<file path="config.mk">
export PLATFORM = sky130hd
export DESIGN_NAME = instruction_queue
export DESIGN_NICKNAME = d
export VERILOG_FILES = /design/src/rtl/video_pkg.sv /design/src/rtl/sync_fifo_mem.sv /design/src/rtl/instruction_queue.sv
export SDC_FILE = /design/constraint.sdc
export NUM_CORES = 1
export LEC_CHECK = 0
export BUFFER_PORTS_ARGS = -buffer_cell sky130_fd_sc_hd__buf_2
export CAP_MARGIN = 10
export CORE_ASPECT_RATIO = 0.5
export CORE_MARGIN = 10
export CORE_UTILIZATION = 35
export CTS_CLUSTER_DIAMETER = 60
export DETAILED_ROUTE_END_ITERATION = 8
export GPL_TIMING_DRIVEN = 0
export PLACE_DENSITY = 0.52
export SLEW_MARGIN = 20
export SYNTH_ARGS = -nofsm -noshare
export SYNTH_HDL_FRONTEND = slang
export SYNTH_HIERARCHICAL = 1
export SYNTH_SLANG_ARGS = --single-unit
</file>
<file path="constraint.sdc">
create_clock -name clk -period 6.7 [get_ports clk]
set_clock_uncertainty 0.15 [all_clocks]
set_input_delay 0 -clock clk [delete_from_list [all_inputs] [get_ports clk]]
set_output_delay 0 -clock clk [all_outputs]
set_load 0.05 [all_outputs]
</file>
<file path="src/rtl/video_pkg.sv">
// Shared types and defaults for the video path: issue FSM states and the
// packed {dataB, dataA} instruction entry width.
package video_pkg;

  typedef enum logic [1:0] {
    IDLE  = 2'd0,
    ISSUE = 2'd1,
    WAIT  = 2'd2
  } iq_state_t;

  localparam int INSTR_W   = 64;
  localparam int IQ_DEPTH  = 16;
  localparam int IQ_ADDR_W = 4;
  localparam int IQ_GAP    = 8;

endpackage

</file>
<file path="src/rtl/sync_fifo_mem.sv">
// Simple dual-port storage for the instruction queue: synchronous write and
// a registered read that only loads on request, so its output holds the last
// issued entry between issues.
module sync_fifo_mem
  import video_pkg::*;
#(
  parameter int DEPTH  = IQ_DEPTH,
  parameter int ADDR_W = IQ_ADDR_W
) (
  input  logic               clk_i,
  input  logic               rst_ni,
  input  logic               wr_en_i,
  input  logic [ADDR_W-1:0]  wr_addr_i,
  input  logic [INSTR_W-1:0] wr_data_i,
  input  logic               rd_en_i,
  input  logic [ADDR_W-1:0]  rd_addr_i,
  output logic [INSTR_W-1:0] rd_data_o
);

  logic [INSTR_W-1:0] mem_q [DEPTH];
  logic [INSTR_W-1:0] rd_data_q;

  // Entry storage; the array itself carries no reset.
  always_ff @(posedge clk_i) begin
    if (wr_en_i) begin
      mem_q[wr_addr_i] <= wr_data_i;
    end
  end

  // Read register: loads the addressed entry only when an issue is taken.
  always_ff @(posedge clk_i or negedge rst_ni) begin
    if (!rst_ni) begin
      rd_data_q <= {INSTR_W{1'b0}};
    end else if (rd_en_i) begin
      rd_data_q <= mem_q[rd_addr_i];
    end
  end

  assign rd_data_o = rd_data_q;

endmodule

</file>
<file path="src/rtl/instruction_queue.sv">
// Instruction queue between the Nios II custom-instruction port and
// video_processor. Pushes are acknowledged with cpu_done; a push into a full
// queue parks in a single pending slot until space frees up. Entries are
// replayed one at a time, only while the screen is not being printed, with
// vp_start pulses at least GAP cycles apart.
module instruction_queue
  import video_pkg::*;
#(
  parameter int DEPTH  = IQ_DEPTH,
  parameter int ADDR_W = IQ_ADDR_W,
  parameter int GAP    = IQ_GAP
) (
  input  logic        clk,
  input  logic        reset,
  input  logic        cpu_clk_en,
  input  logic        cpu_start,
  input  logic [31:0] cpu_dataA,
  input  logic [31:0] cpu_dataB,
  output logic        cpu_done,
  output logic [31:0] cpu_result,
  input  logic        printtingScreen,
  output logic        vp_start,
  output logic        vp_clk_en,
  output logic [31:0] vp_dataA,
  output logic [31:0] vp_dataB,
  output logic        full,
  output logic        empty
);

  localparam int CNT_W = $clog2(GAP) + 1;
  localparam logic [ADDR_W:0]   FULL_CNT  = (ADDR_W + 1)'(DEPTH);
  localparam logic [ADDR_W:0]   CNT_ZERO  = {(ADDR_W + 1){1'b0}};
  localparam logic [ADDR_W:0]   CNT_INC   = (ADDR_W + 1)'(1);
  localparam logic [ADDR_W-1:0] PTR_INC   = ADDR_W'(1);
  localparam logic [CNT_W-1:0]  GAP_LOAD  = CNT_W'(GAP - 2);
  localparam logic [CNT_W-1:0]  GAP_ONE   = CNT_W'(1);
  localparam logic [CNT_W-1:0]  GAP_ZERO  = {CNT_W{1'b0}};

  // Queue bookkeeping
  logic [ADDR_W-1:0]  head_q;
  logic [ADDR_W-1:0]  tail_q;
  logic [ADDR_W:0]    count_q;
  logic [ADDR_W:0]    count_d;
  logic               pend_q;
  logic [INSTR_W-1:0] pend_data_q;

  // Issue sequencer
  iq_state_t          state_q;
  logic [CNT_W-1:0]   gap_cnt_q;

  // Registered outputs
  logic               cpu_done_q;
  logic [31:0]        cpu_result_q;
  logic               vp_start_q;
  logic               full_q;
  logic               empty_q;

  logic               req_s;
  logic               q_full_s;
  logic               push_s;
  logic               pop_s;
  logic               issue_go_s;
  logic [INSTR_W-1:0] wr_data_s;
  logic [INSTR_W-1:0] rd_data_s;

  assign req_s      = cpu_clk_en & cpu_start;
  assign q_full_s   = (count_q == FULL_CNT);
  assign pop_s      = (state_q == ISSUE);
  assign issue_go_s = (state_q == IDLE) && (count_q != CNT_ZERO) && !printtingScreen;

  // Write source: a parked request has priority and blocks new starts.
  always_comb begin
    push_s    = 1'b0;
    wr_data_s = {cpu_dataB, cpu_dataA};
    if (pend_q) begin
      push_s    = !q_full_s;
      wr_data_s = pend_data_q;
    end else begin
      push_s    = req_s & !q_full_s;
      wr_data_s = {cpu_dataB, cpu_dataA};
    end
  end

  // Occupancy after this edge; simultaneous push and pop cancel out.
  always_comb begin
    count_d = count_q;
    if (push_s && !pop_s) begin
      count_d = count_q + CNT_INC;
    end else if (!push_s && pop_s) begin
      count_d = count_q - CNT_INC;
    end else begin
      count_d = count_q;
    end
  end

  // Pointers, count, status flags, pending slot and the CPU handshake.
  always_ff @(posedge clk or negedge reset) begin
    if (!reset) begin
      head_q       <= {ADDR_W{1'b0}};
      tail_q       <= {ADDR_W{1'b0}};
      count_q      <= CNT_ZERO;
      pend_q       <= 1'b0;
      pend_data_q  <= {INSTR_W{1'b0}};
      cpu_done_q   <= 1'b0;
      cpu_result_q <= 32'd0;
      full_q       <= 1'b0;
      empty_q      <= 1'b1;
    end else begin
      count_q    <= count_d;
      full_q     <= (count_d == FULL_CNT);
      empty_q    <= (count_d == CNT_ZERO);
      cpu_done_q <= push_s;
      if (push_s) begin
        tail_q       <= tail_q + PTR_INC;
        cpu_result_q <= 32'(count_d);
      end
      if (pop_s) begin
        head_q <= head_q + PTR_INC;
      end
      if (pend_q) begin
        if (push_s) begin
          pend_q <= 1'b0;
        end
      end else if (req_s && q_full_s) begin
        pend_q      <= 1'b1;
        pend_data_q <= {cpu_dataB, cpu_dataA};
      end
    end
  end

  // Issue FSM. gap_cnt_q holds the number of WAIT cycles still to spend,
  // counting the current one, so ISSUE + WAIT + IDLE spans exactly GAP cycles
  // between consecutive vp_start pulses. With GAP = 2 there is no WAIT cycle.
  always_ff @(posedge clk or negedge reset) begin
    if (!reset) begin
      state_q    <= IDLE;
      gap_cnt_q  <= GAP_ZERO;
      vp_start_q <= 1'b0;
    end else begin
      vp_start_q <= 1'b0;
      case (state_q)
        IDLE: begin
          if (issue_go_s) begin
            state_q    <= ISSUE;
            vp_start_q <= 1'b1;
          end
        end
        ISSUE: begin
          gap_cnt_q <= GAP_LOAD;
          state_q   <= (GAP_LOAD == GAP_ZERO) ? IDLE : WAIT;
        end
        WAIT: begin
          if (gap_cnt_q <= GAP_ONE) begin
            state_q <= IDLE;
          end else begin
            gap_cnt_q <= gap_cnt_q - GAP_ONE;
          end
        end
        default: begin
          state_q <= IDLE;
        end
      endcase
    end
  end

  sync_fifo_mem #(
    .DEPTH  (DEPTH),
    .ADDR_W (ADDR_W)
  ) u_mem (
    .clk_i     (clk),
    .rst_ni    (reset),
    .wr_en_i   (push_s),
    .wr_addr_i (tail_q),
    .wr_data_i (wr_data_s),
    .rd_en_i   (issue_go_s),
    .rd_addr_i (head_q),
    .rd_data_o (rd_data_s)
  );

  assign cpu_done   = cpu_done_q;
  assign cpu_result = cpu_result_q;
  assign vp_start   = vp_start_q;
  assign vp_clk_en  = vp_start_q;
  assign vp_dataA   = rd_data_s[31:0];
  assign vp_dataB   = rd_data_s[63:32];
  assign full       = full_q;
  assign empty      = empty_q;

endmodule

</file>
## Word level (Yosys, flattened, before mapping)

Memories as Yosys holds them, arrays and structs flattened. A register that Yosys moved wholly into a read port is not among the register bits.
Index checks and enable logic that the tools add are counted.

- Register bits after elaboration: 93
- Memory bits (writable): 1024
- Output and inout bits: 101
- Word-level logic and storage cells: 62
- Memories: 1

Memory list:

| name | words | bits a word | read ports | clocked after memory_dff | wr ports | RTL line | source |
|---|---|---|---|---|---|---|---|
| u_mem.mem_q | 16 | 64 | 1 | 1 | 1 | sync_fifo_mem.sv:20 | `logic [INSTR_W-1:0] mem_q [DEPTH];` |

- Add/sub/neg operators: 5
- $lt $le $gt $ge: 1
- Eq/ne operators: 7
- Muxes and demuxes: 16
- Bitwise operators: 3
- Reductions and logical operators: 17

Operators with widths:

| operator | count |
|---|---|
| 64-bit two-way mux | 1 |
| 5-bit equality test, second input constant | 2 |
| 5-bit two-way mux | 2 |
| 4-bit by 1-bit adder with 4-bit output, second input constant | 2 |
| 1-bit two-way mux | 8 |
| 4-bit case mux with 2 select lines | 1 |
| 2-bit inequality test, second input constant | 3 |
| 2-bit case mux with 3 select lines | 1 |
| 2-bit AND reduction | 3 |
| 5-bit by 1-bit adder with 5-bit output, second input constant | 1 |
| 1-bit logical AND | 5 |
| 1-bit logical NOT | 5 |
| 5-bit logical NOT | 1 |
| 5-bit nonzero test | 1 |
| 5-bit by 1-bit subtractor with 5-bit output, second input constant | 1 |
| 4-bit by 1-bit <= comparator with 1-bit output, second input constant | 1 |
| 2-bit two-way mux | 2 |
| 4-bit two-way mux | 1 |
| 4-bit by 1-bit subtractor with 4-bit output, second input constant | 1 |
| 1-bit bitwise AND | 2 |
| 2-bit by 1-bit equality test with 1-bit output, second input constant | 1 |
| 2-bit equality test, second input constant | 1 |
| 2-bit logical NOT | 1 |
| 2-bit nonzero test | 1 |
| 1-bit inverter | 1 |

## Longest topological paths before layout

Gate-level depths: netlist of run 1.

- Depth after elaboration: 9
- Mapped depth: 9
- Depth with buffers taken out: 7

## Cells and area by module

The synthesis of run 1 kept the hierarchy.

By module, submodules not included:

| module | times used | cells each | area an instance (sq um) | sequential area each (sq um) |
|---|---|---|---|---|
| sync_fifo_mem | 1 | 1726 | 41061.9 | 32351.0 |
| instruction_queue | 1 | 367 | 4795.8 | 2328.5 |

## Worst setup path after synthesis of run 1

No wires, ideal clock.

- Path type: reg2reg
- From: register count_q[0]
- To: memory u_mem.mem_q[0][0] (enable)
- Setup time: 0.565 ns
- Arrival: 6.512 ns
- Required time: 5.985 ns
- Slack: -0.527 ns
- Cell stages (with the launch flop): 9
- Buffers on the path: 2
- Period minus slack after synthesis: 7.227 ns
- Cells stage by stage: dfrtp_1 clkbuf_1 inv_1 ha_1 and4bb_2 nor2_2 buf_2 or3b_2 nor3_1

- Word-level cells in the longest chain between the ends: 6

RTL lines:

| element | RTL line | source |
|---|---|---|
| start: declaration | instruction_queue.sv:42 | `logic [ADDR_W:0] count_q;` |
| start signal: assignment | instruction_queue.sv:109 | `count_q <= count_d;` |
| 5-bit equality test (*) | instruction_queue.sv:67 | `assign q_full_s = (count_q == FULL_CNT);` |
| 1-bit logical NOT (*) | instruction_queue.sv:76, instruction_queue.sv:79 |  |
| 1-bit bitwise AND | instruction_queue.sv:79 | `push_s = req_s & !q_full_s;` |
| 1-bit two-way mux (*) | instruction_queue.sv:75 | `if (pend_q) begin` |
| net push_s | instruction_queue.sv:60 | `logic push_s;` |
| 1-bit two-way mux (*) | sync_fifo_mem.sv:25 | `if (wr_en_i) begin` |
| 1-bit two-way mux (implied by the code) (*) | sync_fifo_mem.sv:26 | `mem_q[wr_addr_i] <= wr_data_i;` |
| end: declaration | sync_fifo_mem.sv:20 |  |

Mark *: on every way through the listed nets, which the timed path passes. The rest lies on a longest branch.

## Worst setup path after layout of run 1

- From: register count_q[0]
- To: memory u_mem.mem_q[0][31] (enable)

The elaborated chain is that of the path after synthesis.

==> flow_results.org, run 1 <==
** Clock tree
- Counting along the longest clock path gives a buffer depth of 3.
- TritonCTS buffer count :: approximately 110
- Total number of clock tree sinks :: ~1200
- Clock tree root buffer cell :: clkbuf_16
- Number of post-CTS setup repair buffers :: 0
- TritonCTS built the clock tree.
- After clock tree synthesis, the clock-pin slew on the worst setup and hold paths is around 70 ps.
- The H-tree was split into 3 levels.
- For the worst-skew pair, the clock arrives at the later sink with an insertion delay of 710 ps.
- Gates resized during post-CTS repair numbered 0.

** Die
- The initial utilization of the core area, before any placement, comes to a little over a third.
- During I/O placement, the number of pins put on the boundary was 170.
- In this run the core area contains 93 standard-cell rows.
- From left edge to right edge, the die measures between 500 and 600 um.
- The floorplan step defined a die boundary enclosing between 0.1 and 0.15 mm^2.
- CORE AREA :: between 0.1 and 0.15 mm^2
- From bottom edge to top edge, the die measures approximately 280 um.

** Pwr
- For this design the ratio of total power to cell area is slightly above 400 mW/mm^2.
- Leakage power total :: about 0.019 uW
- The worst-case IR drop observed on VDD is slightly above 0.0002 V.

** GRT
- Pin count of the biggest net entering global routing :: 69
- Residual overflow from global routing :: 0
- Via count of the first global-routing pass :: between 20000 and 25000
- For this run, the total global-route usage over all layers was measured as 15.5%.
- The global routing stage identified its most utilized layer as met2.
- Met1 Resource Use GR :: between 20% and 30%
- Met3 usage :: around 2.7%
- In the global route stage, met2 resource usage came out at 26.0%.
- The first global-routing pass estimated approximately 170000 um of wire.
- Initial antenna violation count :: 3

** Routing
- Final routed wire length divided by cell count :: 25.7 um
- Via count :: between 20000 and 25000
- In the routed design, unresolved DRC markers number 0.
- The first TritonRoute pass finished after 5 iterations.
- Final ANT Viol Nets :: 0
- First-iteration detailed-routing DRC count :: 1942
- Detail-routed via count per cell :: slightly above 5
- Post-detailed-routing wire length :: roughly 120000 um

** Synthesis
- Sequential fraction of the synthesis area :: between 70% and 80%
- Synthesized area per cell :: 21.9 um^2
- The cell area that synthesis handed to floorplanning was approximately 0.046 mm^2.
- In the synthesized netlist the dominant register cell turns out to be edfxtp_1.
- Counting every instance in the synthesized netlist gives ~2100.
- Yosys reg bits :: about 1200
- For this run, the number of Yosys warnings is 6.
- Of all flip-flops after synthesis, the portion carrying an async set or reset was a little over an eighth.
- The synthesized design spends more area on one cell type than any other, namely edfxtp_1.
- The netlist uses around 60 different library cells.
- In this run the biggest area consumer among cell types represents between 60% and 70% of the synthesized area.
- Yosys mapped a number of flops with a built-in enable equal to about 1000.
- In the post-synthesis netlist, the biggest area contributors are edfxtp_1 67%, mux4_2 12%, dfrtp_1 8.5%.

** Worst setup path
- Critical-path maximum fanout :: 14
- Tracing the worst setup path back leads to its startpoint at count_q[0].
- For the worst setup path, the data required time is about 7000 ps.
- Launching point of the worst reg2reg path :: count_q[0]
- Data on the critical path arrives at its endpoint at around 4800 ps.
- Cell depth of the worst flop-to-flop path :: 12
- STA classifies the critical path startpoint as a register.
- The worst setup path is of the reg2reg kind.
- The worst setup path is captured at a register.

** STA
- Unrepaired setup endpoints after global routing :: no
- Slew HR :: 27.1%
- In the final timing run, aggregate negative setup slack is 0 ps.
- Number of pins with negative max-slew slack in the final report :: 0
- Setup violations remaining at the end of the flow were counted as 0.
- Ratio of final minimum period to clock period :: between 60% and 70%
- Achievable clock frequency :: 0.223 GHz
- Fin crit period :: 4490 ps
- Count of final hold-check violations :: 0
- Transition time at the pin with the least slew margin :: 1090 ps

** Final layout
- Area of all placed cells without fillers :: between 0.05 and 0.06 mm^2
- From synthesis to final layout, the design area changed by 22.9%.
- Leaving out fill and tap cells, the most frequent cells in the layout are 1024 x edfxtp_1, 254 x mux4_2, 189 x dlygate4sd3_1, 170 x buf_2, 156 x dfrtp_1.
- Share of cells above drive strength 1 :: 34.6%
- The final layout contains between 2000 and 3000 nets.
- Most common library cell in the layout ignoring fill and taps :: edfxtp_1
- Number of standard cells in the layout, taps in and fillers out :: between 4000 and 5000

** Outcome
- The flow ran to the end, and the final reports show no timing, DRC or antenna violations.

** Hold path
- In this run the worst hold path is classified as in2async.

** Placement
- Post-placement cell count :: between 4000 and 5000
- Final RePlAce weighted congestion :: 0.694
- Count of buffers inserted at the top-level ports :: between 100 and 150
- Once detailed placement completed, the half-perimeter wirelength came to roughly 75000 um.
- Total cell area at the placement stage :: approximately 0.051 mm^2

** Job
- Across the run, the number of max-cap violations was 0.
final cells by class:
cell class / count / area, um^2
clock inverter: 63 / 613
inverter: 9 / 33.8
clock buffer: 150 / 3150
buffer: 147 / 1150
timing repair buffer: 412 / 4280
multi-input combinational: 782 / 10200
antenna: 2 / 5.00
tap: 1757 / 2200
sequential: 1181 / 34700
fill: 11200 / 73100
final timing paths:
path / to / slack (ps)
max reg2reg: u_mem/mem_q[0][31] / 2210
min: head_q[0] / 200
min in group clk: u_mem/mem_q[9][60] / 220
min reg2reg: pend_data_q[40] / 340
max in group asynchronous: pend_data_q[35] / 5400
max: u_mem/mem_q[0][31] / 2210
cell families after synthesis:
family,share of synthesized area [%]
DFF,75.6
muxes,17.2
buffers and inverters,2.57
AOI/OAI and AO/OA,2.88
and+or+nand+nor,1.35
xor gates and xnor gates,0.210
adders and majority gates,0.164
other,0.00818
metrics by stage:
stage	setup WS, ps	utilization, %	hold WS [ps]	power, uW
2_1_floorplan	1210	-	-446	14000
3_3_place_gp	-3400	37.8	48.8	16000
3_5_place_dp	2200	39.2	-267	16200
4_1_cts	2170	43.5	163	23000
5_1_grt	1970	43.5	223	23700
6_report	2210	43.5	203	22700
state kept, by name, summed over array words and instances, names as in the netlist:
| register | cells |
|---|---|
| u_mem/rd_data_o | 64 |
| gap_cnt_q | 4 |
| pend_data_q | 64 |
| full | 1 |
| u_mem/mem_q | 1024 |
| cpu_done | 1 |
| tail_q | 4 |
| empty | 1 |
| pend_q | 1 |
| vp_clk_en | 1 |
| state_q | 2 |
| head_q | 4 |
| count_q | 5 |
| cpu_result | 5 |
synth_stat cells, drive strengths merged, types with 2 or more instances:
| cell type | count |
|---|---|
| clkbuf | 30 |
| a31oi | 3 |
| ha | 6 |
| nor3 | 10 |
| nand2b | 4 |
| nor2 | 85 |
| a2111oi | 3 |
| a221oi | 64 |
| dfrtp | 156 |
| xnor2 | 9 |
| o22ai | 64 |
| nand4 | 3 |
| nand3b | 2 |
| buf | 117 |
| and2 | 2 |
| xor2 | 2 |
| mux2 | 131 |
| a21oi | 3 |
| inv | 9 |
| nand2 | 13 |
| mux2i | 64 |
| nand3 | 3 |
| o21ai | 7 |
| edfxtp | 1024 |
| mux4 | 256 |
metal layers:
metal	routed length (um)	part of all wire [%]	vias up
met3	5400	4.7	137
met1	51200	44	12400
met5	13	0.011	-
met2	56800	49	511
met4	2270	2.0	2
li1	-	-	9830
power breakdown:
part	switching, uW	internal, uW
Clock	2800	3690
Sequential	378	8830
Combinational	4010	2950
Total	7180	15500
critical path, stage by stage, from the launching register on:
cell and delay [ps]:
dfrtp_1 350, clkbuf_1 310, inv_1 80, ha_1 270, and4bb_2 280, nor2_2 380, buf_2 370, or3b_2 610
nor3_4 560, buf_8 250, buf_8 190, buf_8 180, buf_8 180
timing repair:
item / CTS / global route
hold buffers: 190 / 0
setup endpoints to repair: 0 / 0
endpoints found under the hold margin: 1259 / 0
Power figures use the tool's default switching activity.
==> run 2, diff against run 1 <==
Clock period 6.7 ns to 4.1 ns, I/O delays scaled along.
==> run 2 against run 1 <==
Effect of this change: via count fell by 1.1%; register-to-register slack got worse by 2000 ps; cell count fell by 0.49%.
==> flow_results.org, run 2 (synthesized netlist as in run 1, its figures left out) <==
** Final layout
- Cells with a size suffix above 1 make up 34.6% of the layout.
- Most frequent cells in the layout :: 1024 x edfxtp_1, 254 x mux4_2, 169 x buf_2, 168 x dlygate4sd3_1, 156 x dfrtp_1
- For this run, the post-layout net count is roughly 2700.
- The register with the most flip-flops in the final layout is u_mem/mem_q.
- The library cell used most frequently in the layout, excluding fill and tap cells, is edfxtp_1.
- The finished layout holds around 4500 standard cells, fillers aside.
- Max FFs per register :: 1024
- Relative to the synthesized area, the layout overhead comes to 22.1%.

** Clock tree
- TritonCTS built the clock tree.
- The clock passes through at most 3 buffers.
- Clk pin slew, worst setup/hold paths :: around 60 ps
- The H-tree generated during clock tree synthesis spans 3 levels.
- Total number of clock tree sinks :: between 1000 and 1500
- Clock latency on the worst-skew pair :: 700 ps
- Clock tree synthesis selected as its root buffer the cell clkbuf_16.
- TritonCTS created about 110 clock buffers.

** Placement
- The wire-length estimate of the detail-placed layout is approximately 74000 um.
- Final RePlAce weighted congestion :: around 0.7
- Including well taps, the total number of placed cells is about 4100.
- The count of buffers added on input and output ports is 142.

** GRT
- Pin count of the biggest net entering global routing :: between 60 and 70
- The first global-routing pass estimated ~170000 um of wire.
- Global routing finished with a remaining overflow of 0.
- The number of global-route vias before repair was 24000.
- GRT Resource Usage Total :: about 15%
- The number of antenna violations at the first check in global routing came to 7.

** Die
- Die Area :: 0.147 mm^2
- Standard-cell row count :: 93
- Top-level I/O count :: 170
- Chip Height :: about 280 um
- From left edge to right edge, the die measures roughly 530 um.
- The initial utilization of the core area, before any placement, comes to a little over a third.
- CORE AREA :: about 0.13 mm^2

** Job
- Number of violations of the max-capacitance limit :: 0

** Hold path
- The tightest min-delay check is of the in2async type.

** Worst setup path
- At the worst endpoint, the required time is about 4400 ps.
- The worst register-to-register path begins at pend_q.
- Launch point of the worst path :: pend_q
- Path type of the worst setup path :: reg2reg
- The setup check on the worst reg-to-reg path leaves a slack of approximately 170 ps.
- Element type at the critical path start :: register
- The worst register-to-register path ends at u_mem/mem_q[0][33].
- Along the worst path, the maximum fanout reaches 14.
- Worst Setup End Kind :: register
- Counting cells, the worst reg-to-reg path comes to 8.
- Data arrives at the worst endpoint at between 4000 and 5000 ps.

** Routing
- After detailed routing, the average wire length per cell comes to 25.5 um.
- Via count :: 22600
- DRC errors left :: 0
- Dividing the detail-routed via count by the number of cells gives a little over 5.
- Post-detailed-routing wire length :: between 100000 and 150000 um
- Routed met2 length :: 55200 um
- Final ANT Viol Nets :: 0
- Met3 routed wirelength :: between 5000 and 6000 um
- For this block, wires on met1 add up to between 50000 and 60000 um.
- Highest routed metal layer :: met5
- First-iteration detailed-routing DRC count :: ~2100
- TritonRoute pass-1 iters :: 5

** STA
- Ratio of final minimum period to clock period :: 95.8%
- Achievable clock frequency :: ~0.25 GHz
- The smallest clock period supported by the final layout is computed as between 3000 and 4000 ps.
- Headroom to the max-slew limit came out at 26.0%.
- Count of final hold-check violations :: 0
- Setup repair after global routing left no endpoint under its margin.
- Transition time at the pin with the least slew margin :: between 1000 and 1500 ps
- The number of pins exceeding their max-slew limit in the final report is 0.
- Setup violations, final :: 0
- Setup TNS :: 0 ps

** Pwr
- The analysis attributes to cell leakage a power of around 0.019 uW.
- Power density relative to cell area :: around 650 mW/mm^2
- IR analysis of the VDD net gives a maximum drop of around 0.0003 V.

** Outcome
- Result of the run :: finished, final reports clean
[run 2: cell count changes in the layout (fill, tap and decap cells not counted), sizes merged]
cell	change
dlygate4sd3	-21
bufinv	-4
clkinv	-9
diode	+2
clkbuf	+13
clkinvlp	-1
inv	-2
[run 2: layer usage]
layer | global-route usage (%) | up-vias
met1 | 21.2 | 12200
met3 | 2.90 | 132
met5 | 0 | -
met2 | 25.5 | 536
met4 | 3.28 | 2
li1 | - | 9796
[run 2: power breakdown]
group          internal (uW)  switching (uW)  leakage (uW)
clock                   5710            4440       0.00175
sequential             14400             619        0.0111
combinational           4710            6540       0.00590
[run 2: how the worst max path moves through the flow]
stage / end / slack, ps / cells past startpoint
finish: u_mem/mem_q[0][33] / 170 / 8
global route: u_mem/mem_q[0][29] / 5 / 8
CTS: u_mem/mem_q[4][33] / 80 / 10
detailed placement: u_mem/rd_data_o[39] / -60 / 9
global placement: u_mem/mem_q[3][36] / -2820 / 8
floorplan: u_mem/mem_q[1][0] / -140 / 8
[run 2: critical path: stages (launching register included)]
cell,delay (ps)
dfrtp_1,440
a21oi_2,60
dlygate4sd3_1,690
nor2_4,260
buf_4,260
or3b_2,600
nor3_4,710
buf_8,250
buf_8,190
[run 2: final cells by class]
type / count / area (um^2)
fill: 11300 / 73400
sequential: 1181 / 34700
multi-input combinational: 782 / 10200
timing repair buffer: 392 / 4120
clock buffer: 162 / 3150
tap: 1757 / 2200
buffer: 147 / 1160
clock inverter: 47 / 414
inverter: 9 / 33.8
antenna: 4 / 10.0
[run 2: repair_timing]
action	CTS	global route
setup endpoints to repair	14	25
hold endpoints to repair	1272	0
buffers inserted	0	2
hold buffers	169	0
gates resized for setup	4	0
pin swaps	0	2
[run 2: through the flow]
stage               hold slack (ps)  cell area [um^2]  utilization, %  power (uW)  setup slack, ps
finish                          210             56000            43.3       36500              171
global route                    215             56000            43.3       38100             5.03
CTS                             184             56000            43.3       36900             84.7
detailed placement             -231             50700            39.2       26400            -55.8
global placement               49.6             48900            37.8       26100            -2820
floorplan                      -446             46000               -       22800             -142
==> run 3, diff against run 2 <==
Settings changed: ABC_AREA from default to 1, HOLD_SLACK_MARGIN from default to 0.03.
==> run 3 against run 2 <==
Effect of this change: cell count up 51%; area after synthesis up 5.2%; combinational power up 42%; global-route usage up 3.8 points; sequential power is essentially flat; clock-buffer cell count is 14 lower; critical path type is now in2reg; largest cell class unchanged; highest routed layer is now met4.
==> flow_results.org, run 3 <==
** Outcome
- The flow ran to the end, and the final reports show no timing, DRC or antenna violations.

** Synthesis
- Synthesis instantiated 34 different standard cells from the library.
- Total number of yosys warnings :: 6
- Cell type with the highest aggregate area in the netlist :: edfxtp_1
- Most instantiated library cell after synthesis :: nand2_1
- Main synth FF type :: edfxtp_1
- Sequential fraction of the synthesis area :: a little under three quarters
- In the post-synthesis netlist, the biggest area contributors are edfxtp_1 64%, nand2_1 13%, dfrtp_1 8.1%.
- Counting every instance in the synthesized netlist gives roughly 4200.
- Number of enable-type register cells in the synthesized netlist :: slightly above 1000
- After synthesis the cells add up to ~0.048 mm^2.
- Sorting the synthesized cells by how often they occur yields 1708 x nand2_1, 1024 x edfxtp_1, 780 x nand3_1, 156 x dfrtp_1, 103 x buf_2.
- Fraction of post-synthesis cell area in the top cell type by area :: between 60% and 70%
- In this run the mean area of a mapped cell was around 11 um^2.
- FFs w/ async S/R, synth :: around an eighth
- In this run, synthesis produced a sequential element count of between 1000 and 1500.

** STA
- Slew HR :: 22.6%
- Fin Hold WS :: just under 90 ps
- Dividing the final minimum period by the clock period gives between 90 and 100%.
- Setup repair after global routing left no endpoint under its margin.
- Once routing completed, OpenROAD measured the worst setup slack at 194 ps.
- Setup violations remaining at the end of the flow were counted as 0.
- For the final routed database, the setup TNS stands at 0 ps.
- Number of pins with negative max-slew slack in the final report :: 0
- The final-report hold violation count was 0.
- Transition time at the pin with the least slew margin :: between 1000 and 1500 ps
- The worst path in the final design needs a cycle of approximately 3900 ps, including I/O delays and setup.
- Achievable clock frequency :: ~0.26 GHz

** Die
- Initial Utilization :: between 30% and 40%
- 170 I/O pins were placed.
- The floorplan step set the die width to ~550 um.
- CORE AREA :: approximately 0.14 mm^2
- In this run the vertical extent of the chip is about 280 um.
- Standard-cell row count :: 96
- Die Area :: roughly 0.15 mm^2

** Routing
- Detail-routed via count per cell :: between 5 and 6
- After detailed routing, the number of remaining DRC violations is 0.
- Via count :: ~34000
- Wires add up to ~150000 um.
- Dividing the detail-routed wire length by the instance count gives around 22 um.
- Once detail routing completed, the nets flagged for antenna violations numbered 0.
- For this run, the detailed router's first-pass iteration total came to 6.
- First-iteration detailed-routing DRC count :: ~3400

** Final layout
- The final layout contains 4865 nets.
- Of the cells placed in the final design, the portion with a size suffix greater than 1 is ~14%.
- Measured on the finished design, the core utilization comes to about 43%.
- Leaving out fill and tap cells, the most frequent cells in the layout are 1708 x nand2_1, 1024 x edfxtp_1, 780 x nand3_1, 244 x buf_2, 164 x dlygate4sd3_1.
- Register ranked first by flip-flop count :: u_mem/mem_q
- Area grow syn2layout :: 21.8%
- Most common library cell in the layout ignoring fill and taps :: nand2_1
- Max FFs per register :: between 1000 and 1500

** Worst setup path
- The most critical setup path has its startpoint at cpu_start.
- Across all register-to-register paths, the minimum setup slack is roughly 570 ps.
- Buf+Inv Stages, Crit Path :: 9
- The critical path in this run is classified as in2reg.
- STA puts the critical path data arrival time at between 4000 and 5000 ps.
- Required time worst endpoint :: about 4400 ps
- In this run the critical register-to-register path is launched from count_q[0].
- The cell that appears most often on the critical path is dlygate4sd3_1.
- Worst Setup End Kind :: register
- For the worst flop-to-flop path, the logic depth is 11.
- Cell class contributing the biggest share of worst-path delay :: buffers and inverters
- For this design, the slowest cell found on the critical path is nor2_4.
- Critical register-to-register path endpoint :: u_mem/mem_q[8][44]
- Along the worst path, the maximum fanout reaches 18.
- Cell chain of the critical path :: dlygate4sd3_1 -> buf_2 -> dlygate4sd3_1 -> nand2_1 -> dlygate4sd3_1 -> nand2_1 -> nand2_2 -> buf_6 -> inv_2 -> buf_2 -> nand3_1 -> nor2_4 -> buf_12 -> buf_12
- STA classifies the critical path startpoint as an input port.
- The largest single stage delay on the critical path is 660 ps.

** Placement
- The count of buffers added on input and output ports is 142.
- At the end of routability-driven placement, the weighted congestion stood at approximately 0.80.
- Post-Place Worst Slack :: between 300 and 400 ps
- DP HPWL :: a little over 100000 um

** Job
- Number of violations of the max-capacitance limit :: 0

** Clock tree
- For the worst-skew pair, the clock arrives at the later sink with an insertion delay of slightly above 700 ps.
- The number of clock buffers added by TritonCTS is between 100 and 150.
- Maximum count of clock buffers along a single path :: 3
- For this design, the sink count on the clock tree is ~1200.
- Clock tree root buffer cell :: clkbuf_16
- The H-tree was split into 3 levels.
- CTS tree :: yes
- Clk pin slew, worst setup/hold paths :: ~60 ps
- Number of gates resized after CTS :: 0

** Hold path
- The path class of the tightest hold or removal check is in2reg.
- Worst hold start :: cpu_dataA[31]
- Counting instances, the worst hold path has a depth of 4.
- For hold timing, the worst endpoint is u_mem/mem_q[13][31].

** Pwr
- Dividing total power by cell area gives a power density of ~700 mW/mm^2.
- Leakage power total :: approximately 0.023 uW
- Max VDD drop :: between 0.0004 and 0.0005 V
- Post-route total power :: about 42000 uW

** GRT
- The number of antenna violations at the first check in global routing came to 5.
- The number of global-route vias before repair is 33000.
- First-pass GRT wire length :: about 220000 um
- Summed over all layers, the global routing overflow is 0.
- GRT Resource Usage Total :: 19.2%
- Entering global routing, the biggest net connects 84 pins.
[run 3: cell count changes in the layout (fill, tap and decap cells not counted), moves of 33 or more]
cell	previous run	this run
nor2_1	72	11
mux2i_1	64	0
buf_2	169	244
o21ai_1	1	99
a221oi_1	37	0
buf_4	35	97
nand3_1	3	780
mux4_2	254	0
inv_1	9	84
o22ai_1	64	0
o21ai_2	0	33
nand2_1	13	1708
mux2_2	127	0
[run 3: area by class of cell]
class | count | area [um^2]
fillers | 12700 | 78300
flip-flops and latches | 1181 | 34700
multi-input cells | 2714 | 11700
repair buffers | 408 | 4030
clock buffers | 148 | 3190
well taps | 1862 | 2330
plain buffers | 282 | 1820
clock inverters | 66 | 623
inverters | 90 | 345
diodes | 6 | 15.0
[run 3: worst register-to-register path: cells and delay by family (launching register included)]
family / cells / cell delay, ps
AND/OR/NAND/NOR: 4 / 1300
buffers and inverters: 6 / 1090
flip-flops: 1 / 420
adder cells (fa/ha/maj): 1 / 260
[run 3: cells by family (layout without fill, tap and decap cells)]
kind of cell    after synthesis  after routing  synth area share (%)
compound gates              142            142                  1.49
xor+xnor                      9              9                 0.163
fa+ha+maj                     6              6                 0.156
buf+inv                     372            994                  4.49
flops                      1181           1181                  71.9
other cells                   1             33               0.00777
simple gates               2530           2530                  21.8
[run 3: routing by layer]
metal | track usage (%) | wire (um)
met1 | 26.7 | 67100
met2 | 30.4 | 68600
met3 | 3.70 | 10700
met4 | 5.76 | 4510
met5 | 0 | 0
[run 3: where the power goes]
part / switching (uW) / total (uW) / internal [uW] / leakage [uW]
combinational: 11500 / 15900 / 4470 / 0.00992
clock: 4600 / 10800 / 6200 / 0.00187
sequential: 478 / 15200 / 14700 / 0.0111
total: 16600 / 42000 / 25400 / 0.0229
[run 3: timing repair]
item | in CTS | in global routing
hold buffers | 165 | 0
setup endpoints to repair | 0 | 13
endpoints found under the hold margin | 1265 | 0
setup buffers | 0 | 2
[run 3: worst max path at each step]
stage                                to  slack (ps)  cells past startpoint
floorplan            u_mem/mem_q[10][0]        -640                      9
global placement    u_mem/mem_q[15][44]       -4450                      9
detailed placement  u_mem/mem_q[12][42]         400                     13
CTS                 u_mem/mem_q[12][44]          80                     16
global route         u_mem/mem_q[8][43]          50                     14
finish               u_mem/mem_q[8][44]         190                     14
[run 3: through the flow]
| step | std cells | instance area, um^2 |
|---|---|---|
| final | 6757 | 58800 |
| after global routing | 6753 | 58800 |
| after CTS | 6749 | 58700 |
| after detailed placement | 6370 | 53300 |
| after global placement | 6271 | 51400 |
| after floorplan | 4267 | 48300 |
